===== config.mk =====
export PLATFORM = sky130hd
export DESIGN_NAME = ysyx_23060221_ifu_flat
export DESIGN_NICKNAME = d
export VERILOG_FILES = /design/src/rtl/ysyx_23060221_ifu_if.sv /design/src/rtl/ysyx_23060221_ifu.sv /design/src/flat_wrapper.sv
export SDC_FILE = /design/constraint.sdc
export NUM_CORES = 1
export LEC_CHECK = 0
export CORE_ASPECT_RATIO = 0.8
export CORE_MARGIN = 2
export CORE_UTILIZATION = 40
export CTS_CLUSTER_SIZE = 24
export DETAILED_ROUTE_END_ITERATION = 12
export PLACE_DENSITY_LB_ADDON = 0.2
export SYNTH_ARGS = -nofsm -noshare
export SYNTH_HDL_FRONTEND = slang
export SYNTH_SLANG_ARGS = --single-unit

===== constraint.sdc =====
create_clock -name clk -period 2.88 [get_ports clk]
set_clock_uncertainty 0.1 [all_clocks]
set_input_delay 0.288 -clock clk [delete_from_list [all_inputs] [get_ports clk]]
set_output_delay 0.288 -clock clk [all_outputs]
set_load 0.05 [all_outputs]

===== src/rtl/ysyx_23060221_ifu_if.sv =====
// Fetch-unit bus bundle: AR/R instruction-memory channels, IFU->IDU handoff
// and the next-PC return path, viewed from the fetcher (master) or its environment (slave).
interface ysyx_23060221_ifu_if;
  logic [31:0] araddr;
  logic        arvalid;
  logic        arready;
  logic [31:0] rdata;
  logic [1:0]  rresp;
  logic        rvalid;
  logic        rready;
  logic [31:0] inst;
  logic [31:0] pc;
  logic        IFU_valid;
  logic        IDU_ready;
  logic [31:0] npc;
  logic        npc_valid;
  logic        npc_ready;

  modport master (
    output araddr, arvalid, rready, inst, pc, IFU_valid, npc_ready,
    input  arready, rdata, rresp, rvalid, IDU_ready, npc, npc_valid
  );

  modport slave (
    input  araddr, arvalid, rready, inst, pc, IFU_valid, npc_ready,
    output arready, rdata, rresp, rvalid, IDU_ready, npc, npc_valid
  );
endinterface


===== src/rtl/ysyx_23060221_ifu.sv =====
// Instruction fetch unit: one fetch in flight, hands inst/pc to the decoder and
// waits for the next PC before issuing the following request.
module ysyx_23060221_ifu #(
  parameter logic [31:0] RESET_PC    = 32'h8000_0000,
  parameter int          FETCH_CNT_W = 32
) (
  input  logic                   clk,
  input  logic                   rst,
  ysyx_23060221_ifu_if.master    bus,
  output logic                   fault,
  output logic [FETCH_CNT_W-1:0] fetch_cnt
);

  typedef enum logic [2:0] {
    IDLE     = 3'd0,
    REQ      = 3'd1,
    RESP     = 3'd2,
    HOLD     = 3'd3,
    WAIT_NPC = 3'd4,
    FAULT    = 3'd5
  } state_t;

  state_t                 state_reg, state_next;
  logic [31:0]            pc_reg, pc_next;
  logic [31:0]            inst_reg, inst_next;
  logic                   fault_reg, fault_next;
  logic [FETCH_CNT_W-1:0] fetch_cnt_reg, fetch_cnt_next;

  always_ff @(posedge clk) begin
    if (rst) begin
      state_reg     <= IDLE;
      pc_reg        <= RESET_PC;
      inst_reg      <= 32'h0;
      fault_reg     <= 1'b0;
      fetch_cnt_reg <= '0;
    end else begin
      state_reg     <= state_next;
      pc_reg        <= pc_next;
      inst_reg      <= inst_next;
      fault_reg     <= fault_next;
      fetch_cnt_reg <= fetch_cnt_next;
    end
  end

  always_comb begin
    state_next     = state_reg;
    pc_next        = pc_reg;
    inst_next      = inst_reg;
    fault_next     = fault_reg;
    fetch_cnt_next = fetch_cnt_reg;
    unique case (state_reg)
      IDLE: state_next = REQ;
      // rvalid is deliberately not looked at here, even if it coincides with arready.
      REQ: begin
        if (bus.arready) state_next = RESP;
      end
      RESP: begin
        if (bus.rvalid) begin
          if (bus.rresp == 2'b00) begin
            inst_next  = bus.rdata;
            state_next = HOLD;
          end else begin
            fault_next = 1'b1;
            state_next = FAULT;
          end
        end
      end
      HOLD: begin
        if (bus.IDU_ready) begin
          fetch_cnt_next = fetch_cnt_reg + 1'b1;
          state_next     = WAIT_NPC;
        end
      end
      WAIT_NPC: begin
        if (bus.npc_valid) begin
          pc_next = bus.npc;
          // A misaligned target is recorded in pc so the faulting address is visible.
          if (bus.npc[1:0] == 2'b00) begin
            state_next = REQ;
          end else begin
            fault_next = 1'b1;
            state_next = FAULT;
          end
        end
      end
      FAULT: state_next = FAULT;
      default: state_next = IDLE;
    endcase
  end

  assign bus.arvalid   = (state_reg == REQ);
  assign bus.rready    = (state_reg == RESP);
  assign bus.IFU_valid = (state_reg == HOLD);
  assign bus.npc_ready = (state_reg == WAIT_NPC);
  assign bus.araddr    = pc_reg;
  assign bus.pc        = pc_reg;
  assign bus.inst      = inst_reg;
  assign fault         = fault_reg;
  assign fetch_cnt     = fetch_cnt_reg;

endmodule


===== src/flat_wrapper.sv =====
// flat-port wrapper written by rule: the top's interface ports become plain ports
module ysyx_23060221_ifu_flat 
#(
  parameter logic [31:0] RESET_PC    = 32'h8000_0000,
  parameter int          FETCH_CNT_W = 32
)
  (clk, rst, fault, fetch_cnt, bus_araddr, bus_arvalid, bus_rready, bus_inst, bus_pc, bus_IFU_valid, bus_npc_ready, bus_arready, bus_rdata, bus_rresp, bus_rvalid, bus_IDU_ready, bus_npc, bus_npc_valid);
  ysyx_23060221_ifu_if bus_i ();
  input  logic clk;
  input  logic rst;
  output logic fault;
  output logic [FETCH_CNT_W-1:0] fetch_cnt;
  output wire logic [$bits(bus_i.araddr)-1:0] bus_araddr;
  output wire logic [$bits(bus_i.arvalid)-1:0] bus_arvalid;
  output wire logic [$bits(bus_i.rready)-1:0] bus_rready;
  output wire logic [$bits(bus_i.inst)-1:0] bus_inst;
  output wire logic [$bits(bus_i.pc)-1:0] bus_pc;
  output wire logic [$bits(bus_i.IFU_valid)-1:0] bus_IFU_valid;
  output wire logic [$bits(bus_i.npc_ready)-1:0] bus_npc_ready;
  input wire logic [$bits(bus_i.arready)-1:0] bus_arready;
  input wire logic [$bits(bus_i.rdata)-1:0] bus_rdata;
  input wire logic [$bits(bus_i.rresp)-1:0] bus_rresp;
  input wire logic [$bits(bus_i.rvalid)-1:0] bus_rvalid;
  input wire logic [$bits(bus_i.IDU_ready)-1:0] bus_IDU_ready;
  input wire logic [$bits(bus_i.npc)-1:0] bus_npc;
  input wire logic [$bits(bus_i.npc_valid)-1:0] bus_npc_valid;
  assign bus_araddr = bus_i.araddr;
  assign bus_arvalid = bus_i.arvalid;
  assign bus_rready = bus_i.rready;
  assign bus_inst = bus_i.inst;
  assign bus_pc = bus_i.pc;
  assign bus_IFU_valid = bus_i.IFU_valid;
  assign bus_npc_ready = bus_i.npc_ready;
  assign bus_i.arready = bus_arready;
  assign bus_i.rdata = bus_rdata;
  assign bus_i.rresp = bus_rresp;
  assign bus_i.rvalid = bus_rvalid;
  assign bus_i.IDU_ready = bus_IDU_ready;
  assign bus_i.npc = bus_npc;
  assign bus_i.npc_valid = bus_npc_valid;
  ysyx_23060221_ifu #(.RESET_PC(RESET_PC), .FETCH_CNT_W(FETCH_CNT_W)) u_core (.clk(clk), .rst(rst), .bus(bus_i), .fault(fault), .fetch_cnt(fetch_cnt));
endmodule

## Yosys cells after proc, flatten, opt, wreduce, memory -nomap -nowiden

Index checks and enable logic that the tools add are counted.

- Add/subtract/negate cells: 1
- Reductions and logical operators: 9
- Eq/ne operators: 11
- Muxes and demuxes: 12

Operator list:

| kind | count |
|---|---|
| $add A32 B1 Y32 const B | 1 |
| $mux W3 | 6 |
| $pmux W3 S6 | 1 |
| $ne A2 B1 Y1 const B | 4 |
| $eq A3 B2 Y1 const B | 2 |
| $eq A3 B3 Y1 const B | 2 |
| $reduce_and A5 Y1 | 1 |
| $logic_not A2 Y1 | 2 |
| $mux W1 | 4 |
| $ne A2 B2 Y1 const B | 2 |
| $reduce_and A2 Y1 | 2 |
| $reduce_and A4 Y1 | 1 |
| $eq A3 B1 Y1 const B | 1 |
| $logic_not A3 Y1 | 1 |
| $reduce_and A3 Y1 | 1 |
| $pmux W1 S2 | 1 |
| $reduce_bool A2 Y1 | 1 |

- Input port bits: 72
- Logic and storage cells: 38
- Register bits: 100
- Output and inout bits: 133

## Depth between registers and ports, before layout

- Word-level depth: 4
- Depth in mapped cells: 7
- Depth with buffers taken out: 5

## Worst setup path after synthesis

No wires, ideal clock.

- Path type: register to register
- Start: register u_core.state_reg[2]
- End: register u_core.inst_reg[10] (netlist: u_core.bus.inst[10])
- Setup time: 0.132 ns
- Path slack: -0.013 ns
- Data arrival time: 2.661 ns
- Stages on the path, launching flop included: 7
- Path buffers: 2
- Data required time: 2.648 ns
- Clock period less this slack: 2.893 ns
- Cell sequence: dfxtp_1 clkbuf_1 nor3b_1 nand3_1 clkbuf_1 nand2_1 a21oi_1

- Word-level cells in the longest chain between the ends: 2

RTL lines:

| item | RTL line | RTL |
|---|---|---|
| start: declaration | ysyx_23060221_ifu.sv:23 | `state_t state_reg, state_next;` |
| start signal: assignment | ysyx_23060221_ifu.sv:37 | `state_reg <= state_next;` |
| $eq A3 B2 Y1 | -- |  |
| via bus_rready | flat_wrapper.sv:15 | `output wire logic [$bits(bus_i.rready)-1:0] bus_rready;` |
| $reduce_and A3 Y1 (no source line) | -- |  |
| end signal: assignment | ysyx_23060221_ifu.sv:39 | `inst_reg <= inst_next;` |
| end: declaration | ysyx_23060221_ifu.sv:25 | `logic [31:0] inst_reg, inst_next;` |

The timed path passes the listed nets, and every way through them passes these cells.
A chain may end at the register's enable or synchronous reset.

## Worst setup path in the final report

- Start: register u_core.state_reg[0]
- End: output bus_npc_ready

- Word-level cells in the longest chain between the ends: 1

RTL lines:

| item | RTL line | RTL |
|---|---|---|
| $eq A3 B3 Y1 | ysyx_23060221_ifu.sv:94 | `assign bus.npc_ready = (state_reg == WAIT_NPC);` |
| end: declaration | flat_wrapper.sv:19 | `output wire logic [$bits(bus_i.npc_ready)-1:0] bus_npc_ready;` |

Every way passes these cells.

==> results.txt <==
The count of TritonRoute iterations in the first routing pass is 6, and the via-per-instance ratio is 4.96. During synthesis, Yosys emitted a total of 0 warnings. The run gives 765 as the number of nets in the final layout.

The slew at the pin closest to its max-slew limit came out at 0.827 ns. After the first detailed-routing iteration, the DRC count stood at 279. The run gives 0 as the remaining number of nets flagged by the antenna check after routing. Dividing the final minimum period by the clock period gives 94.5%. The initial utilization of the core area, before any placement, comes to 41.4%. The ratio of cells with drive above 1 in the final layout was 5.02%.

The run finished with clean final reports. Of all nets on the critical path, the largest fanout is 8. Derived from the worst setup path, the maximum achievable clock frequency is 0.367 GHz. The tools report the number of H-tree levels as 3. The run gives 63.2% as the utilization after layout.

0 antenna diodes ended up in the layout. Counting the fill cells in the layout gives 921. The tools report the setup TNS as 0 ns. After technology mapping, the gate count stands at 536.

The tools report the number of cell rows as 33. Max-capacitance violation count: 0. Buffers added to address setup during post-CTS repair amount to 0.

The chip width is 120 um. The run gives 18.1 mm as the global-route wire length before repair. The number of clock sinks is 100, and the maximum count of clock buffers along a single path is 2. The core region is 10,300 sq um. Setup repair after global routing left no endpoint under its margin. TritonCTS built the clock tree. The worst pin sits at a relative slew slack of 44.9%. The clock insertion delay at the later pin of the skew report was 0.34 ns. The tools report the number of cells in the finished layout apart from fillers as 837. The routed wirelength normalized by instance count came out at 13.9 um. CTS placed an instance of clkbuf_16 at the clock tree root.

The hold violation total from the final report was 0; the last weighted congestion value of the routability-driven placer was 0.761. For this run, design rule violations remaining after detail routing come to 0. The die is 96.5 um tall. Synthesis instantiated 40 different standard cells from the library. The largest net degree at the start of global routing was 82. Clock transition at the registers of the reported paths: 0.06 ns.

TritonCTS created 9 clock buffers. Setup slack on the worst reg-to-reg path comes out at 0.39 ns. Port buffering added 204 buffers. The final critical path time including I/O delays and setup is 2.72 ns, and the fraction of the yosys area taken by sequential cells is 46.8%. The final hold slack was 0.351 ns. The synthesized flop and latch total was 100. STA puts the critical path data required time at 2.49 ns.

The worst setup path is of the reg -> out kind. Detailed placement ended at an HPWL of 8.35 mm. When the netlist entered floorplanning its net count stood at 609.

The max-slew violation count came out at 0. The routed layout has 4,149 vias. From synthesis to final layout, the design area changed by 52.4%.

The design draws 0.00391 W. STA classifies the critical path endpoint as an output port. For the maximum ir drop on the vdd rail, the log shows 0.000442 V. Wires add up to 11.7 mm.

The die covers 11,500 sq um. The cell leakage power was 2.15 nW. The number of placed instances, taps included, is 821. During I/O placement, the number of pins put on the boundary was 205. The mean instance size in the synthesized netlist is 7.98 sq um, and the data arrival at the endpoint of the critical path is 2.33 ns. Mapped cell area: 4280 sq um. The number of flops mapped to enable cells by yosys was 0. The number of setup violations in the final report is 0, and the number of antenna violations at the first check in global routing is 0. Counting cells, the worst reg-to-reg path comes to 5.

Leading register cell type out of synthesis: dfxtp_1. The path class of the tightest hold or removal check is reg -> reg. The hold-critical path depth is 2. Summed over all layers, the global routing overflow is 0.

The share of synthesized registers carrying an async set or reset is 0%. The tools report the element type at the critical path start as a flip-flop. The number of global-route vias before repair is 3,873.

Total routing resource utilization after global routing: 19.4%. The power density over the cells came out at 600 nW/um^2.
==> critical path: stages (launching register included) <==
cell             delay [ns]
dfxtp_1                0.40
buf_4                  0.20
nor3b_1                0.46
clkdlybuf4s50_1        0.93
==> where the power goes <==
group | switching, W | total, W | internal [W]
clock network | 0.000510 | 0.00136 | 0.000849
registers | 0.0000908 | 0.00155 | 0.00145
logic | 0.000624 | 0.00101 | 0.000382
total | 0.00123 | 0.00391 | 0.00269
==> timing repair <==
item | in CTS | in global routing
hold buffers | 0 | 0
resized for setup | 0 | 1
endpoints found under the setup margin | 0 | 1
hold endpoints to repair | 0 | 0
==> metrics by stage <==
| stage | instance area, sq um | worst slack (ns) |
|---|---|---|
| after global routing | 6520 | 0.0157 |
| final | 6520 | 0.158 |
| after floorplan | 4280 | 0.00958 |
| after detailed placement | 6180 | 0.130 |
| after global placement | 6180 | 0.199 |
| after CTS | 6520 | 0.142 |
==> worst paths after layout <==
check / end / from
max: bus_npc_ready / u_core.state_reg[0]
min: u_core.fault / u_core.fault
max reg2reg: u_core.fetch_cnt[21] / u_core.state_reg[1]
min reg2reg: u_core.fault / u_core.fault
==> layout make-up <==
| type | count | area [sq um] | share of cell area (%) |
|---|---|---|---|
| multi-input combinational | 363 | 1880 | 28.8 |
| tap | 140 | 175 | 2.69 |
| clock inverter | 6 | 113 | 1.73 |
| sequential | 100 | 2000 | 30.7 |
| timing repair buffer | 212 | 2100 | 32.2 |
| inverter | 6 | 22.5 | 0.345 |
| clock buffer | 10 | 229 | 3.51 |
==> cells in the final DEF, fill, tap and decap left out, types with 5 or more instances in the layout <==
cell | Yosys | routed
buf_4 | 32 | 9
nor2b_1 | 7 | 7
clkbuf_16 | 0 | 9
o21ai_0 | 11 | 11
inv_1 | 6 | 6
nand2_1 | 144 | 144
mux2_2 | 7 | 7
xnor2_1 | 5 | 5
nor4_1 | 8 | 8
or3_1 | 9 | 9
nand3_1 | 11 | 11
a21oi_1 | 85 | 85
or4_1 | 10 | 10
dfxtp_1 | 100 | 100
nor2_1 | 16 | 16
clkdlybuf4s50_1 | 0 | 202
o31ai_1 | 8 | 8
nand4_1 | 6 | 6
==> per-layer routing <==
| layer | part of all wire, % | global-route usage (%) | vias to the layer above | routed length, um |
|---|---|---|---|---|
| met3 | 7.8 | 8.10 | 11 | 909 |
| li1 | - | - | 2100 | - |
| met1 | 43 | 23.3 | 1919 | 5020 |
| met2 | 48 | 32.3 | 119 | 5580 |
| met4 | 1.2 | 5.78 | 0 | 138 |
| met5 | 0 | 0 | - | 0 |
==> synthesized netlist by cell type (2+ instances only) <==
| master | count | area (sq um) |
|---|---|---|
| nand2_1 | 144 | 541 |
| or3_1 | 9 | 56.3 |
| mux2_2 | 7 | 78.8 |
| nor3b_1 | 3 | 22.5 |
| and4_1 | 4 | 35.0 |
| buf_4 | 32 | 240 |
| nor2b_1 | 7 | 43.8 |
| dfxtp_1 | 100 | 2000 |
| inv_1 | 6 | 22.5 |
| nand3_1 | 11 | 55.1 |
| nor4_1 | 8 | 50.1 |
| clkbuf_1 | 25 | 93.8 |
| and3_1 | 3 | 18.8 |
| mux2i_1 | 2 | 20.0 |
| a21oi_1 | 85 | 425 |
| xnor2_1 | 5 | 43.8 |
| xor2_1 | 2 | 17.5 |
| nor2_1 | 16 | 60.1 |
| o21ai_0 | 11 | 55.1 |
| nand2b_1 | 4 | 25.0 |
| or4_1 | 10 | 75.1 |
| buf_2 | 8 | 40.0 |
| o31ai_1 | 8 | 60.1 |
| nand4_1 | 6 | 37.5 |
| buf_1 | 2 | 7.51 |
| nor3_1 | 4 | 20.0 |
==> kinds of logic after synthesis <==
kind of cell    Yosys count  synth area share (%)
compound gates          111                  14.0
xor+xnor                  7                  1.43
fa+ha+maj                 1                 0.292
buf+inv                  73                  9.45
flops                   100                  46.8
mux                       9                  2.31
simple gates            235                  25.8
Power figures use the tool's default switching activity.
